## config.mk

```make
export PLATFORM = sky130hd
export DESIGN_NAME = ddr_s2mm_ctrl_flat
export DESIGN_NICKNAME = d
export VERILOG_FILES = /design/src/rtl/ddr_s2mm_ctrl_if.sv /design/src/rtl/ddr_s2mm_ctrl.sv /design/src/flat_wrapper.sv
export SDC_FILE = /design/constraint.sdc
export NUM_CORES = 1
export LEC_CHECK = 0
export CORE_AREA = 2 2 119 121
export CTS_BUF_LIST = sky130_fd_sc_hd__clkbuf_2
export CTS_CLUSTER_SIZE = 40
export DETAILED_ROUTE_END_ITERATION = 16
export DIE_AREA = 0 0 121 123
export PLACE_DENSITY = 0.89
export SLEW_MARGIN = 30
export SYNTH_ARGS = -nofsm -noshare
export SYNTH_HDL_FRONTEND = slang
export SYNTH_SLANG_ARGS = --single-unit
```

## constraint.sdc

```tcl
create_clock -name clk -period 3.3 [get_ports clk]
set_input_delay 0.66 -clock clk [delete_from_list [all_inputs] [get_ports clk]]
set_output_delay 0.66 -clock clk [all_outputs]
set_load 0.03 [all_outputs]
```

## src/rtl/ddr_s2mm_ctrl_if.sv

```systemverilog
// Signal bundle between the fabric DDR write port and the DataMover S2MM channel.
// The controller uses the slave modport; a fabric-side driver uses the master modport.
interface ddr_s2mm_ctrl_if #(
  parameter int DATA_WIDTH = 64,
  parameter int ADDR_WIDTH = 32,
  parameter int SIZE_WIDTH = 16,
  parameter int CMD_WIDTH  = 72,
  parameter int STS_WIDTH  = 32
);
  logic                    wreq_valid;
  logic                    wreq_ready;
  logic [ADDR_WIDTH-1:0]   wreq_addr;
  logic [SIZE_WIDTH-1:0]   wreq_size;

  logic                    wdata_valid;
  logic                    wdata_ready;
  logic                    wdata_last;
  logic [DATA_WIDTH-1:0]   wdata;

  logic                    wresp_valid;
  logic [1:0]              wresp;

  logic                    m_axis_s2mm_cmd_tvalid;
  logic                    m_axis_s2mm_cmd_tready;
  logic [CMD_WIDTH-1:0]    m_axis_s2mm_cmd_tdata;

  logic                    m_axis_s2mm_tvalid;
  logic                    m_axis_s2mm_tready;
  logic [DATA_WIDTH-1:0]   m_axis_s2mm_tdata;
  logic [DATA_WIDTH/8-1:0] m_axis_s2mm_tkeep;
  logic                    m_axis_s2mm_tlast;

  logic                    s_axis_s2mm_sts_tvalid;
  logic                    s_axis_s2mm_sts_tready;
  logic [STS_WIDTH-1:0]    s_axis_s2mm_sts_tdata;

  modport slave (
    input  wreq_valid, wreq_addr, wreq_size,
    output wreq_ready,
    input  wdata_valid, wdata_last, wdata,
    output wdata_ready,
    output wresp_valid, wresp,
    output m_axis_s2mm_cmd_tvalid, m_axis_s2mm_cmd_tdata,
    input  m_axis_s2mm_cmd_tready,
    output m_axis_s2mm_tvalid, m_axis_s2mm_tdata, m_axis_s2mm_tkeep, m_axis_s2mm_tlast,
    input  m_axis_s2mm_tready,
    input  s_axis_s2mm_sts_tvalid, s_axis_s2mm_sts_tdata,
    output s_axis_s2mm_sts_tready
  );

  modport master (
    output wreq_valid, wreq_addr, wreq_size,
    input  wreq_ready,
    output wdata_valid, wdata_last, wdata,
    input  wdata_ready,
    input  wresp_valid, wresp,
    input  m_axis_s2mm_cmd_tvalid, m_axis_s2mm_cmd_tdata,
    output m_axis_s2mm_cmd_tready,
    input  m_axis_s2mm_tvalid, m_axis_s2mm_tdata, m_axis_s2mm_tkeep, m_axis_s2mm_tlast,
    output m_axis_s2mm_tready,
    output s_axis_s2mm_sts_tvalid, s_axis_s2mm_sts_tdata,
    input  s_axis_s2mm_sts_tready
  );
endinterface

```

## src/rtl/ddr_s2mm_ctrl.sv

```systemverilog
// Write-side responder: one wreq becomes one S2MM command + tagged burst, status maps to one wresp.
// Optional status-wait watchdog with stale-status absorption: define S2MM_TIMEOUT_EN.
module ddr_s2mm_ctrl #(
  parameter int DATA_WIDTH     = 64,
  parameter int CMD_WIDTH      = 72,
  parameter int ADDR_WIDTH     = 32,
  parameter int SIZE_WIDTH     = 16,
  parameter int STS_WIDTH      = 32,
  parameter int TIMEOUT_CYCLES = 4096
) (
  input  logic                  clk,
  input  logic                  rstn,
  ddr_s2mm_ctrl_if.slave        bus,
  output logic [2:0]            dbg_state
);
  // Every channel transfers on the rising edge where valid and ready are both high;
  // valid never waits for ready, and a source holds its payload stable until the transfer.

  localparam int BEAT_SHIFT = $clog2(DATA_WIDTH / 8);

  typedef enum logic [2:0] {
    S_IDLE = 3'd0,
    S_CMD  = 3'd1,
    S_DATA = 3'd2,
    S_STS  = 3'd3,
    S_RESP = 3'd4
  } state_t;

  state_t                state, state_nxt;
  logic [SIZE_WIDTH-1:0] size_q;
  logic [SIZE_WIDTH-1:0] beat_cnt;
  logic [3:0]            tag;
  logic [3:0]            cur_tag;
  logic                  last_err;
  logic [22:0]           btt;
  logic                  in_data;
  logic                  last_beat;
  logic                  wreq_hs, cmd_hs, beat_hs, sts_hs;
  logic [7:0]            sts_byte;
  logic                  tag_bad;
  logic [1:0]            sts_resp;
  logic                  to_expired;
  logic                  unused_sts;

  assign dbg_state = state;
  assign in_data   = (state == S_DATA);
  assign last_beat = (beat_cnt == (size_q - SIZE_WIDTH'(1)));
  assign btt       = 23'(bus.wreq_size) << BEAT_SHIFT;

  assign wreq_hs = bus.wreq_valid & bus.wreq_ready;
  assign cmd_hs  = bus.m_axis_s2mm_cmd_tvalid & bus.m_axis_s2mm_cmd_tready;
  assign beat_hs = bus.m_axis_s2mm_tvalid & bus.m_axis_s2mm_tready;
  assign sts_hs  = bus.s_axis_s2mm_sts_tvalid & bus.s_axis_s2mm_sts_tready;

  // Stream path is a combinational pass-through, gated so nothing leaks outside a burst.
  assign bus.wreq_ready         = (state == S_IDLE);
  assign bus.wdata_ready        = in_data & bus.m_axis_s2mm_tready;
  assign bus.m_axis_s2mm_tvalid = in_data & bus.wdata_valid;
  assign bus.m_axis_s2mm_tdata  = in_data ? bus.wdata : '0;
  assign bus.m_axis_s2mm_tkeep  = in_data ? '1 : '0;
  assign bus.m_axis_s2mm_tlast  = in_data & last_beat;

  assign sts_byte   = bus.s_axis_s2mm_sts_tdata[7:0];
  assign unused_sts = ^bus.s_axis_s2mm_sts_tdata[STS_WIDTH-1:8];
  assign tag_bad    = (sts_byte[3:0] != cur_tag);

  always_comb begin
    sts_resp = 2'b10;
    if (sts_byte[5])
      sts_resp = 2'b11;
    else if (sts_byte[6] | sts_byte[4] | tag_bad | last_err)
      sts_resp = 2'b10;
    else if (sts_byte[7])
      sts_resp = 2'b00;
  end

`ifdef S2MM_TIMEOUT_EN
  localparam int TO_W = $clog2(TIMEOUT_CYCLES + 1);

  logic [TO_W-1:0] to_cnt;
  logic            tag_skip;

  assign to_expired = (state == S_STS) && !sts_hs &&
                      (to_cnt == TO_W'(TIMEOUT_CYCLES - 1));
  // A status that arrives after its request timed out carries a stale tag; swallow it in IDLE.
  assign bus.s_axis_s2mm_sts_tready = (state == S_STS) | ((state == S_IDLE) & tag_skip);

  always_ff @(posedge clk or negedge rstn) begin
    if (!rstn) begin
      to_cnt   <= '0;
      tag_skip <= 1'b0;
    end else begin
      if (state != S_STS)
        to_cnt <= '0;
      else
        to_cnt <= to_cnt + TO_W'(1);
      if (to_expired)
        tag_skip <= 1'b1;
      else if ((state == S_IDLE) && sts_hs)
        tag_skip <= 1'b0;
    end
  end
`else
  localparam int unused_timeout = TIMEOUT_CYCLES;

  assign to_expired                 = 1'b0;
  assign bus.s_axis_s2mm_sts_tready = (state == S_STS);
`endif

  always_ff @(posedge clk or negedge rstn) begin
    if (!rstn)
      state <= S_IDLE;
    else
      state <= state_nxt;
  end

  always_comb begin
    state_nxt = state;
    case (state)
      S_IDLE: if (wreq_hs) state_nxt = (bus.wreq_size == '0) ? S_RESP : S_CMD;
      S_CMD:  if (cmd_hs) state_nxt = S_DATA;
      S_DATA: if (beat_hs && last_beat) state_nxt = S_STS;
      S_STS:  if (sts_hs || to_expired) state_nxt = S_RESP;
      S_RESP: state_nxt = S_IDLE;
      default: state_nxt = S_IDLE;
    endcase
  end

  // Request bookkeeping and burst counting.
  always_ff @(posedge clk or negedge rstn) begin
    if (!rstn) begin
      size_q   <= '0;
      beat_cnt <= '0;
      cur_tag  <= '0;
      last_err <= 1'b0;
      tag      <= '0;
    end else begin
      if ((state == S_IDLE) && wreq_hs) begin
        size_q   <= bus.wreq_size;
        beat_cnt <= '0;
        cur_tag  <= tag;
        last_err <= 1'b0;
      end
      if (cmd_hs)
        tag <= tag + 4'd1;
      if (beat_hs) begin
        beat_cnt <= beat_cnt + SIZE_WIDTH'(1);
        if (bus.wdata_last != last_beat)
          last_err <= 1'b1;
      end
    end
  end

  // Command: INCR, EOF, address, tag; built once at accept and held until taken.
  always_ff @(posedge clk or negedge rstn) begin
    if (!rstn) begin
      bus.m_axis_s2mm_cmd_tvalid <= 1'b0;
      bus.m_axis_s2mm_cmd_tdata  <= '0;
    end else if ((state == S_IDLE) && (state_nxt == S_CMD)) begin
      bus.m_axis_s2mm_cmd_tvalid <= 1'b1;
      bus.m_axis_s2mm_cmd_tdata  <= {4'b0, tag, bus.wreq_addr, 1'b0, 1'b1, 6'b0, 1'b1, btt};
    end else if (cmd_hs) begin
      bus.m_axis_s2mm_cmd_tvalid <= 1'b0;
    end
  end

  // Response pulse lines up with the RESP state; zero-size and timeout both report SLVERR.
  always_ff @(posedge clk or negedge rstn) begin
    if (!rstn) begin
      bus.wresp_valid <= 1'b0;
      bus.wresp       <= 2'b00;
    end else begin
      bus.wresp_valid <= (state_nxt == S_RESP);
      if ((state == S_STS) && sts_hs)
        bus.wresp <= sts_resp;
      else if (state_nxt == S_RESP)
        bus.wresp <= 2'b10;
    end
  end
endmodule

```

## src/flat_wrapper.sv

```systemverilog
// flat-port wrapper written by rule: the top's interface ports become plain ports
module ddr_s2mm_ctrl_flat 
#(
  parameter int DATA_WIDTH     = 64,
  parameter int CMD_WIDTH      = 72,
  parameter int ADDR_WIDTH     = 32,
  parameter int SIZE_WIDTH     = 16,
  parameter int STS_WIDTH      = 32,
  parameter int TIMEOUT_CYCLES = 4096
)
  (clk, rstn, dbg_state, bus_wreq_valid, bus_wreq_addr, bus_wreq_size, bus_wreq_ready, bus_wdata_valid, bus_wdata_last, bus_wdata, bus_wdata_ready, bus_wresp_valid, bus_wresp, bus_m_axis_s2mm_cmd_tvalid, bus_m_axis_s2mm_cmd_tdata, bus_m_axis_s2mm_cmd_tready, bus_m_axis_s2mm_tvalid, bus_m_axis_s2mm_tdata, bus_m_axis_s2mm_tkeep, bus_m_axis_s2mm_tlast, bus_m_axis_s2mm_tready, bus_s_axis_s2mm_sts_tvalid, bus_s_axis_s2mm_sts_tdata, bus_s_axis_s2mm_sts_tready);
  ddr_s2mm_ctrl_if #(.DATA_WIDTH(DATA_WIDTH), .ADDR_WIDTH(ADDR_WIDTH), .SIZE_WIDTH(SIZE_WIDTH), .CMD_WIDTH(CMD_WIDTH), .STS_WIDTH(STS_WIDTH)) bus_i ();
  input  logic clk;
  input  logic rstn;
  output logic [2:0] dbg_state;
  input wire logic [$bits(bus_i.wreq_valid)-1:0] bus_wreq_valid;
  input wire logic [$bits(bus_i.wreq_addr)-1:0] bus_wreq_addr;
  input wire logic [$bits(bus_i.wreq_size)-1:0] bus_wreq_size;
  output wire logic [$bits(bus_i.wreq_ready)-1:0] bus_wreq_ready;
  input wire logic [$bits(bus_i.wdata_valid)-1:0] bus_wdata_valid;
  input wire logic [$bits(bus_i.wdata_last)-1:0] bus_wdata_last;
  input wire logic [$bits(bus_i.wdata)-1:0] bus_wdata;
  output wire logic [$bits(bus_i.wdata_ready)-1:0] bus_wdata_ready;
  output wire logic [$bits(bus_i.wresp_valid)-1:0] bus_wresp_valid;
  output wire logic [$bits(bus_i.wresp)-1:0] bus_wresp;
  output wire logic [$bits(bus_i.m_axis_s2mm_cmd_tvalid)-1:0] bus_m_axis_s2mm_cmd_tvalid;
  output wire logic [$bits(bus_i.m_axis_s2mm_cmd_tdata)-1:0] bus_m_axis_s2mm_cmd_tdata;
  input wire logic [$bits(bus_i.m_axis_s2mm_cmd_tready)-1:0] bus_m_axis_s2mm_cmd_tready;
  output wire logic [$bits(bus_i.m_axis_s2mm_tvalid)-1:0] bus_m_axis_s2mm_tvalid;
  output wire logic [$bits(bus_i.m_axis_s2mm_tdata)-1:0] bus_m_axis_s2mm_tdata;
  output wire logic [$bits(bus_i.m_axis_s2mm_tkeep)-1:0] bus_m_axis_s2mm_tkeep;
  output wire logic [$bits(bus_i.m_axis_s2mm_tlast)-1:0] bus_m_axis_s2mm_tlast;
  input wire logic [$bits(bus_i.m_axis_s2mm_tready)-1:0] bus_m_axis_s2mm_tready;
  input wire logic [$bits(bus_i.s_axis_s2mm_sts_tvalid)-1:0] bus_s_axis_s2mm_sts_tvalid;
  input wire logic [$bits(bus_i.s_axis_s2mm_sts_tdata)-1:0] bus_s_axis_s2mm_sts_tdata;
  output wire logic [$bits(bus_i.s_axis_s2mm_sts_tready)-1:0] bus_s_axis_s2mm_sts_tready;
  assign bus_i.wreq_valid = bus_wreq_valid;
  assign bus_i.wreq_addr = bus_wreq_addr;
  assign bus_i.wreq_size = bus_wreq_size;
  assign bus_wreq_ready = bus_i.wreq_ready;
  assign bus_i.wdata_valid = bus_wdata_valid;
  assign bus_i.wdata_last = bus_wdata_last;
  assign bus_i.wdata = bus_wdata;
  assign bus_wdata_ready = bus_i.wdata_ready;
  assign bus_wresp_valid = bus_i.wresp_valid;
  assign bus_wresp = bus_i.wresp;
  assign bus_m_axis_s2mm_cmd_tvalid = bus_i.m_axis_s2mm_cmd_tvalid;
  assign bus_m_axis_s2mm_cmd_tdata = bus_i.m_axis_s2mm_cmd_tdata;
  assign bus_i.m_axis_s2mm_cmd_tready = bus_m_axis_s2mm_cmd_tready;
  assign bus_m_axis_s2mm_tvalid = bus_i.m_axis_s2mm_tvalid;
  assign bus_m_axis_s2mm_tdata = bus_i.m_axis_s2mm_tdata;
  assign bus_m_axis_s2mm_tkeep = bus_i.m_axis_s2mm_tkeep;
  assign bus_m_axis_s2mm_tlast = bus_i.m_axis_s2mm_tlast;
  assign bus_i.m_axis_s2mm_tready = bus_m_axis_s2mm_tready;
  assign bus_i.s_axis_s2mm_sts_tvalid = bus_s_axis_s2mm_sts_tvalid;
  assign bus_i.s_axis_s2mm_sts_tdata = bus_s_axis_s2mm_sts_tdata;
  assign bus_s_axis_s2mm_sts_tready = bus_i.s_axis_s2mm_sts_tready;
  ddr_s2mm_ctrl #(.DATA_WIDTH(DATA_WIDTH), .CMD_WIDTH(CMD_WIDTH), .ADDR_WIDTH(ADDR_WIDTH), .SIZE_WIDTH(SIZE_WIDTH), .STS_WIDTH(STS_WIDTH), .TIMEOUT_CYCLES(TIMEOUT_CYCLES)) u_core (.clk(clk), .rstn(rstn), .bus(bus_i), .dbg_state(dbg_state));
endmodule
```

==> results of run 1 <==
cells in the mapped netlist, types with 5 or more instances:
master	instances	share of area (%)
dfrtp_1	101	48
and2_1	69	8.3
mux2_2	51	11
nand2_1	33	2.4
buf_4	27	3.9
clkbuf_1	21	1.5
nor2_1	19	1.4
o21ai_0	17	1.6
xnor2_1	17	2.9
nand3_1	16	1.5
a22o_1	15	2.5
inv_1	10	0.72
xor2_1	10	1.7
nor4_1	9	1.1
nor3_1	7	0.67
nand4_1	6	0.72
mux2i_1	5	0.96
power groups by stage:
stage	registers, µW	clock network [µW]	logic (µW)
after detailed placement	2190	0	4100
after global routing	2230	688	4400
after global placement	2160	0	4040
final	2160	633	4170
after floorplan	2820	0	1830
after CTS	2160	641	4150
final timing paths:
check                      slack (ns)                                               end
min in group clk                 0.52                   u_core.beat_cnt[15]$_DFFE_PN0P_
setup reg to reg                 0.60                         u_core.last_err$_DFF_PN0_
hold reg to reg                  0.52                   u_core.beat_cnt[15]$_DFFE_PN0P_
hold / removal                   0.07  u_core.bus.m_axis_s2mm_cmd_tdata[36]$_DFFE_PN0P_
max in group asynchronous        2.50   u_core.bus.m_axis_s2mm_cmd_tdata[5]$_DFFE_PN0P_
setup / recovery                -0.38                             bus_m_axis_s2mm_tlast
cells in the final DEF, fill, tap and decap left out, types with 9 or more instances in the layout:
cell type,Yosys,final
nand2_1,33,33
nor2_1,19,19
xnor2_1,17,17
nand3_1,16,16
and2_1,69,68
mux2_2,51,51
a22o_1,15,15
o21ai_0,17,17
xor2_1,10,10
clkbuf_2,0,9
nor4_1,9,9
inv_1,10,10
conb_1,1,18
dfrtp_1,101,100
buf_4,27,15
clkdlybuf4s50_1,0,258
sequential cells by signal, summed over array words and instances, names as in the netlist:
register,count
u_core.bus.m_axis_s2mm_cmd_tdata,53
u_core.size_q,16
u_core.bus.wresp,2
u_core.last_err,1
u_core.cur_tag,4
u_core.tag,4
u_core.bus.m_axis_s2mm_cmd_tvalid,1
u_core.dbg_state,3
u_core.beat_cnt,16
u_core.bus.wresp_valid,1
cell type report:
| cell class | count | area (µm²) |
|---|---|---|
| tap | 180 | 225.2 |
| timing repair buffer | 282 | 2833 |
| clock inverter | 6 | 78.83 |
| multi-input combinational | 345 | 2436 |
| inverter | 10 | 37.54 |
| sequential | 101 | 2529 |
| clock buffer | 9 | 45.04 |
| fill | 1095 | 5428 |
kinds of logic after synthesis:
group | synth area share, %
simple gates | 19.00
flops | 48.41
xor+xnor | 4.529
buf+inv | 6.494
fa+ha+maj | 0.7190
mux | 11.96
compound gates | 8.819
other cells | 0.07182
metal layers:
metal | track usage, % | up-vias | wire [µm]
met5 | 0 | - | 0
met1 | 29.00 | 2258 | 6970
met4 | 5.523 | 0 | 327
met3 | 6.734 | 23 | 1468
li1 | - | 2171 | -
met2 | 34.94 | 222 | 7849
through the flow:
step	instances	hold WS [ns]	worst slack, ns
detailed placement	912	0.4940	0.1409
finish	933	0.06957	-0.3830
floorplan	507	0.3644	0.1980
global route	933	0.06498	-0.5058
global placement	912	0.4834	0.1792
CTS	930	0.07865	-0.4012
timing repair:
item,4_1_cts,5_1_grt
pin swaps,1,2
setup buffers,3,3
endpoints found under the setup margin,36,51
hold buffers,0,0
gates resized for setup,2,8
==> summary.md, run 1 <==
| Metric | Value |
|---|---|
| Setup TNS | `-0.3830 ns` |
| Tot Pwr | `6966 µW` |
| Ratio of cells with drive above 1 in the final layout | `between 10% and 20%` |
| CTS tree | `done` |
| Worst Setup Start Kind | `flop` |
| Num rows | `between 40 and 50` |
| Post-synth EDFFs | `0` |
| Vias | `4,674` |
| Slew Limit Fails | `0` |
| Avg Cell Area, Syn | `roughly 11 µm²` |
| Crit path max fanout | `3` |
| Period minus WS final | `~3.7 ns` |
| Mapped cell area | `about 5200 µm²` |
| Core ar. | `about 14,000 µm²` |
| Largest stage delay, worst path | `roughly 0.55 ns` |
| Diode count | `0` |
| Number of remaining DRC errors | `0` |
| Comb power frac | `59.9%` |
| Post-synthesis cell type count | `53` |
| Violations in the final reports | `negative setup slack` |
| Die footprint | `between 10,000 and 15,000 µm²` |
| Final WL | `about 17 mm` |
| Fmax | `between 0.2 and 0.3 GHz` |
| Critical path, cell by cell | `or4_4 -> or3_1 -> a211o_1 -> a221oi_2 -> nand4_2 -> nor3_4 -> buf_12` |
| Io pins | `308` |
| CTS Sinks | `a little over 100` |
| Required time worst endpoint | `between 2 and 3 ns` |
| Worst-path clk slew | `~0.32 ns` |
| Iteration-0 DRC count of the detailed router | `about 250` |
| Critical-path top delay cell | `or4_4` |
| Setup Skew | `0.03791 ns` |
| Total of max-cap violations | `0` |
| Final nets | `about 900` |
| Die H | `123 µm` |
| DP HPWL | `13.18 mm` |
| ANT nets after route | `0` |
| Synth Flop Type | `dfrtp_1` |
| Vias in the first global route | `4,606` |
| Total CTS buffers | `9` |
| H-tree depth | `3` |
| CTS root buf | `clkbuf_2` |
| First-pass GRT wire length | `about 25 mm` |
| Via density | `roughly 5` |
| Worst R2R Path Depth | `8` |
| Post-DP Area | `7988 µm²` |
| CP Depth | `7` |
| Initial core utilization | `a little under two fifths` |
| Routed WL per cell | `around 18 µm` |
| Initial antenna violation count | `0` |
| Syn Inst Count | `just under 500` |
| Worst Path Buf+Inv | `1` |
| Die width | `between 100 and 150 µm` |
| RSZ-0062 raised after global routing | `yes` |
| FF+latch count, synth | `a little over 100` |
| Worst VDD drop | `between 0.0006 and 0.0007 V` |
| Clock buffer depth | `2` |
| Sequential-to-total area share from yosys stat | `between 40% and 50%` |
| Fin util | `about three fifths` |
| Critical path arrival | `3.02 ns` |
| Setup-failing EPs final | `1` |
| Crit end category | `primary output` |
| Routability Congestion | `a little under 0.9` |
| GRT Util Overall | `21.83%` |
| Clk_lat worst skew | `~0.57 ns` |
| Worst Hold Class | `input port to asynchronous set/reset pin` |
| Clk pwr share | `approximately 9%` |
| Net Switching | `3123 µW` |
| Count of final hold-check violations | `0` |
| Async SR Flop Fraction | `between 90% and 100%` |
| Synth warn | `0` |
| Total gr overflow | `0` |
| Slew margin rel. | `48.76%` |
| R2R Path Start | `u_core.size_q[10]$_DFFE_PN0P_` |
| Sw frac | `~45%` |
| Status | `finished, violations left` |
| Synth-to-Final Area Change | `56.75%` |
| Worst Path Class, Setup | `flop to primary output` |
| Fin worst setup slack | `-0.3830 ns` |
| Pwr dens | `851.2 nW/µm²` |
| CP top delay family | `simple AND/OR/NAND/NOR gates` |
| Sequential fraction of design power | `between 30% and 40%` |
| Critical Path Start | `u_core.size_q[10]$_DFFE_PN0P_` |
| Leakage | `about 0.0035 µW` |
| Tightest Pin Transition | `0.7667 ns` |
| DRT Pass-1 Iters | `5` |
| Largest net degree at the start of global routing | `72` |
| Design area | `8184 µm²` |
| Int Power | `just under 4000 µW` |
| Final worst path period share | `111.6%` |
| I/O Buffers | `between 200 and 300` |
Note: power is estimated with default switching activity, not from simulation.
==> inputs of run 2 (changes only) <==
CORE_AREA = default   (was 2 2 119 121)
CORE_ASPECT_RATIO = 1.4   (was default)
CORE_MARGIN = 5   (was default)
CORE_UTILIZATION = 39   (was default)
DIE_AREA = default   (was 0 0 121 123)
GPL_TIMING_DRIVEN = 0   (was default)
PLACE_DENSITY = 0.87   (was 0.89)
==> summary.md, run 2 (synthesis results as in run 1) <==
| Metric | Value |
|---|---|
| Status | `finished, violations left` |
| Violations in the final reports | `negative setup slack` |
| ANT nets after route | `0` |
| Final nets | `947` |
| Worst VDD drop | `about 0.00063 V` |
| Ratio of cells with drive above 1 in the final layout | `roughly 16%` |
| Comb power frac | `60.9%` |
| Design area | `about 8400 µm²` |
| Total CTS buffers | `9` |
| Worst Hold Class | `input port to asynchronous set/reset pin` |
| Routed WL per cell | `~17 µm` |
| M1 WL | `~5.8 mm` |
| Crit path max fanout | `2` |
| Num rows | `50` |
| Routability Congestion | `approximately 0.82` |
| Fin worst setup slack | `-0.3756 ns` |
| Setup-failing EPs final | `1` |
| I/O Buffers | `roughly 270` |
| Met2 WL | `between 8 and 9 mm` |
| Initial antenna violation count | `0` |
| Setup Skew | `around 0.019 ns` |
| Setup TNS | `-0.3756 ns` |
| Sw frac | `45.32%` |
| Io pins | `slightly above 300` |
| Slew Limit Fails | `0` |
| Pwr dens | `approximately 820 nW/µm²` |
| Via density | `between 4 and 5` |
| Count of final hold-check violations | `0` |
| Vias | `~4,800` |
| GRT Util Overall | `~20%` |
| Most flop-heavy register | `u_core.bus.m_axis_s2mm_cmd_tdata` |
| Slew margin rel. | `62.52%` |
| Required time worst endpoint | `around 2.6 ns` |
| Die width | `107.8 µm` |
| Final worst path period share | `111.4%` |
| RSZ-0062 raised after global routing | `yes` |
| Worst Setup Start Kind | `flop` |
| Critical path arrival | `roughly 3.0 ns` |
| First-pass GRT wire length | `around 25 mm` |
| Final WL | `between 15 and 20 mm` |
| Post-DP Area | `between 8000 and 9000 µm²` |
| Fmax | `between 0.2 and 0.3 GHz` |
| Net Switching | `3136 µW` |
| Clk pwr share | `under 10%` |
| CTS root buf | `clkbuf_2` |
| Clk_lat worst skew | `approximately 0.58 ns` |
| Tightest Pin Transition | `~0.56 ns` |
| Die H | `~150 µm` |
| Number of remaining DRC errors | `0` |
| Diode count | `0` |
| CTS tree | `done` |
| Largest regs | `u_core.bus.m_axis_s2mm_cmd_tdata (53), u_core.beat_cnt (16), u_core.size_q (16)` |
| Total of max-cap violations | `0` |
| Commonest non-fill, non-tap cell in the layout | `clkdlybuf4s50_1` |
| Clock buffer depth | `2` |
| Leakage | `about 0.0039 µW` |
| DRT Pass-1 Iters | `4` |
| Core ar. | `13,260 µm²` |
| Total gr overflow | `0` |
| Most frequent cells in the layout | `clkdlybuf4s50_1 (216), dfrtp_1 (98), and2_1 (69), mux2_2 (51), buf_4 (35)` |
| Worst R2R Path Depth | `7` |
| Iteration-0 DRC count of the detailed router | `221` |
| Sequential fraction of design power | `between 30% and 40%` |
| CTS Sinks | `101` |
| Largest net degree at the start of global routing | `67` |
| Worst Path Class, Setup | `flop to primary output` |
| Crit end category | `primary output` |
| Worst-path clk slew | `0.28 ns` |
| Synth-to-Final Area Change | `61.25%` |
| Metal3 WL | `about 1.6 mm` |
| DP HPWL | `~13 mm` |
| Period minus WS final | `3.676 ns` |
| Top sig layer | `met4` |
| Die footprint | `around 16,000 µm²` |
| Vias in the first global route | `between 4,000 and 5,000` |
| Int Power | `between 3000 and 4000 µW` |
| Max FFs per register | `between 50 and 60` |
| H-tree depth | `3` |
| Initial core utilization | `39.37%` |
## run 2: changes by cell type in the layout (fill, tap and decap cells not counted), moves of 6 or more
| cell | delta |
|---|---|
| clkdlybuf4s50_1 | -42 |
| dlygate4sd2_1 | +31 |
| buf_4 | +20 |
| clkbuf_1 | +13 |
| dlymetal6s2s_1 | +11 |
| clkbuf_2 | +6 |
## run 2: worst paths after layout
| check | from | endpoint | slack (ns) |
|---|---|---|---|
| max in group asynchronous | rstn | u_core.size_q[7]$_DFFE_PN0P_ | 2.16 |
| min in group clk | u_core.tag[3]$_DFFE_PN0P_ | u_core.tag[3]$_DFFE_PN0P_ | 0.51 |
| worst min register to register | u_core.tag[3]$_DFFE_PN0P_ | u_core.tag[3]$_DFFE_PN0P_ | 0.51 |
| worst max register to register | u_core.dbg_state[2]$_DFF_PN0_ | u_core.bus.m_axis_s2mm_cmd_tdata[63]$_DFFE_PN0P_ | 0.45 |
| worst min-delay path | rstn | u_core.bus.m_axis_s2mm_cmd_tdata[32]$_DFFE_PN0P_ | 0.50 |
| worst max-delay path | u_core.size_q[12]$_DFFE_PN0P_ | bus_m_axis_s2mm_tlast | -0.38 |
## run 2: cell type report
class	instances	area, µm²
plain buffers	50	309.0
clock buffers	9	45.04
clock inverters	7	58.81
fillers	1051	4843
inverters	10	37.54
multi-input cells	345	2456
flip-flops and latches	101	2531
well taps	182	227.7
repair buffers	275	2754
## run 2: repair_timing
action,CTS,global route
resized for setup,49,24
pin swaps,6,3
endpoints found under the setup margin,75,46
hold buffers,1,0
buffers inserted,5,3
endpoints found under the hold margin,35,0
## run 2: critical path, cell delays in order, from the launching register on
cell	delay [ns]
dfrtp_2	0.47
or4_4	0.51
or3_1	0.36
a211o_1	0.30
a221oi_2	0.27
nand4_2	0.17
nor3_4	0.19
buf_6	0.16
## run 2: power groups by stage
stage / registers (µW) / logic, µW / clock network [µW]
final: 2150 / 4220 / 553
after global routing: 2230 / 4490 / 617
after CTS: 2150 / 4210 / 567
after detailed placement: 2180 / 4180 / 0
after global placement: 2140 / 4100 / 0
after floorplan: 2820 / 1830 / 0
## run 2: layer usage
metal,track usage (%),vias up
li1,-,2263
met1,21.07,2272
met2,38.08,222
met3,6.769,21
met4,5.496,0
met5,0,-
## run 2: through the flow
step,instances,hold slack (ns),power (µW),setup slack [ns],utilization (%)
2_1_floorplan,507,0.3644,4650,0.1980,-
3_3_place_gp,954,0.4842,6240,-2.201,61.60
3_5_place_dp,955,0.4840,6353,-0.5150,61.82
4_1_cts,976,0.4624,6931,-0.4583,62.90
5_1_grt,979,0.4440,7333,-0.5001,63.48
6_report,979,0.4952,6919,-0.3756,63.48
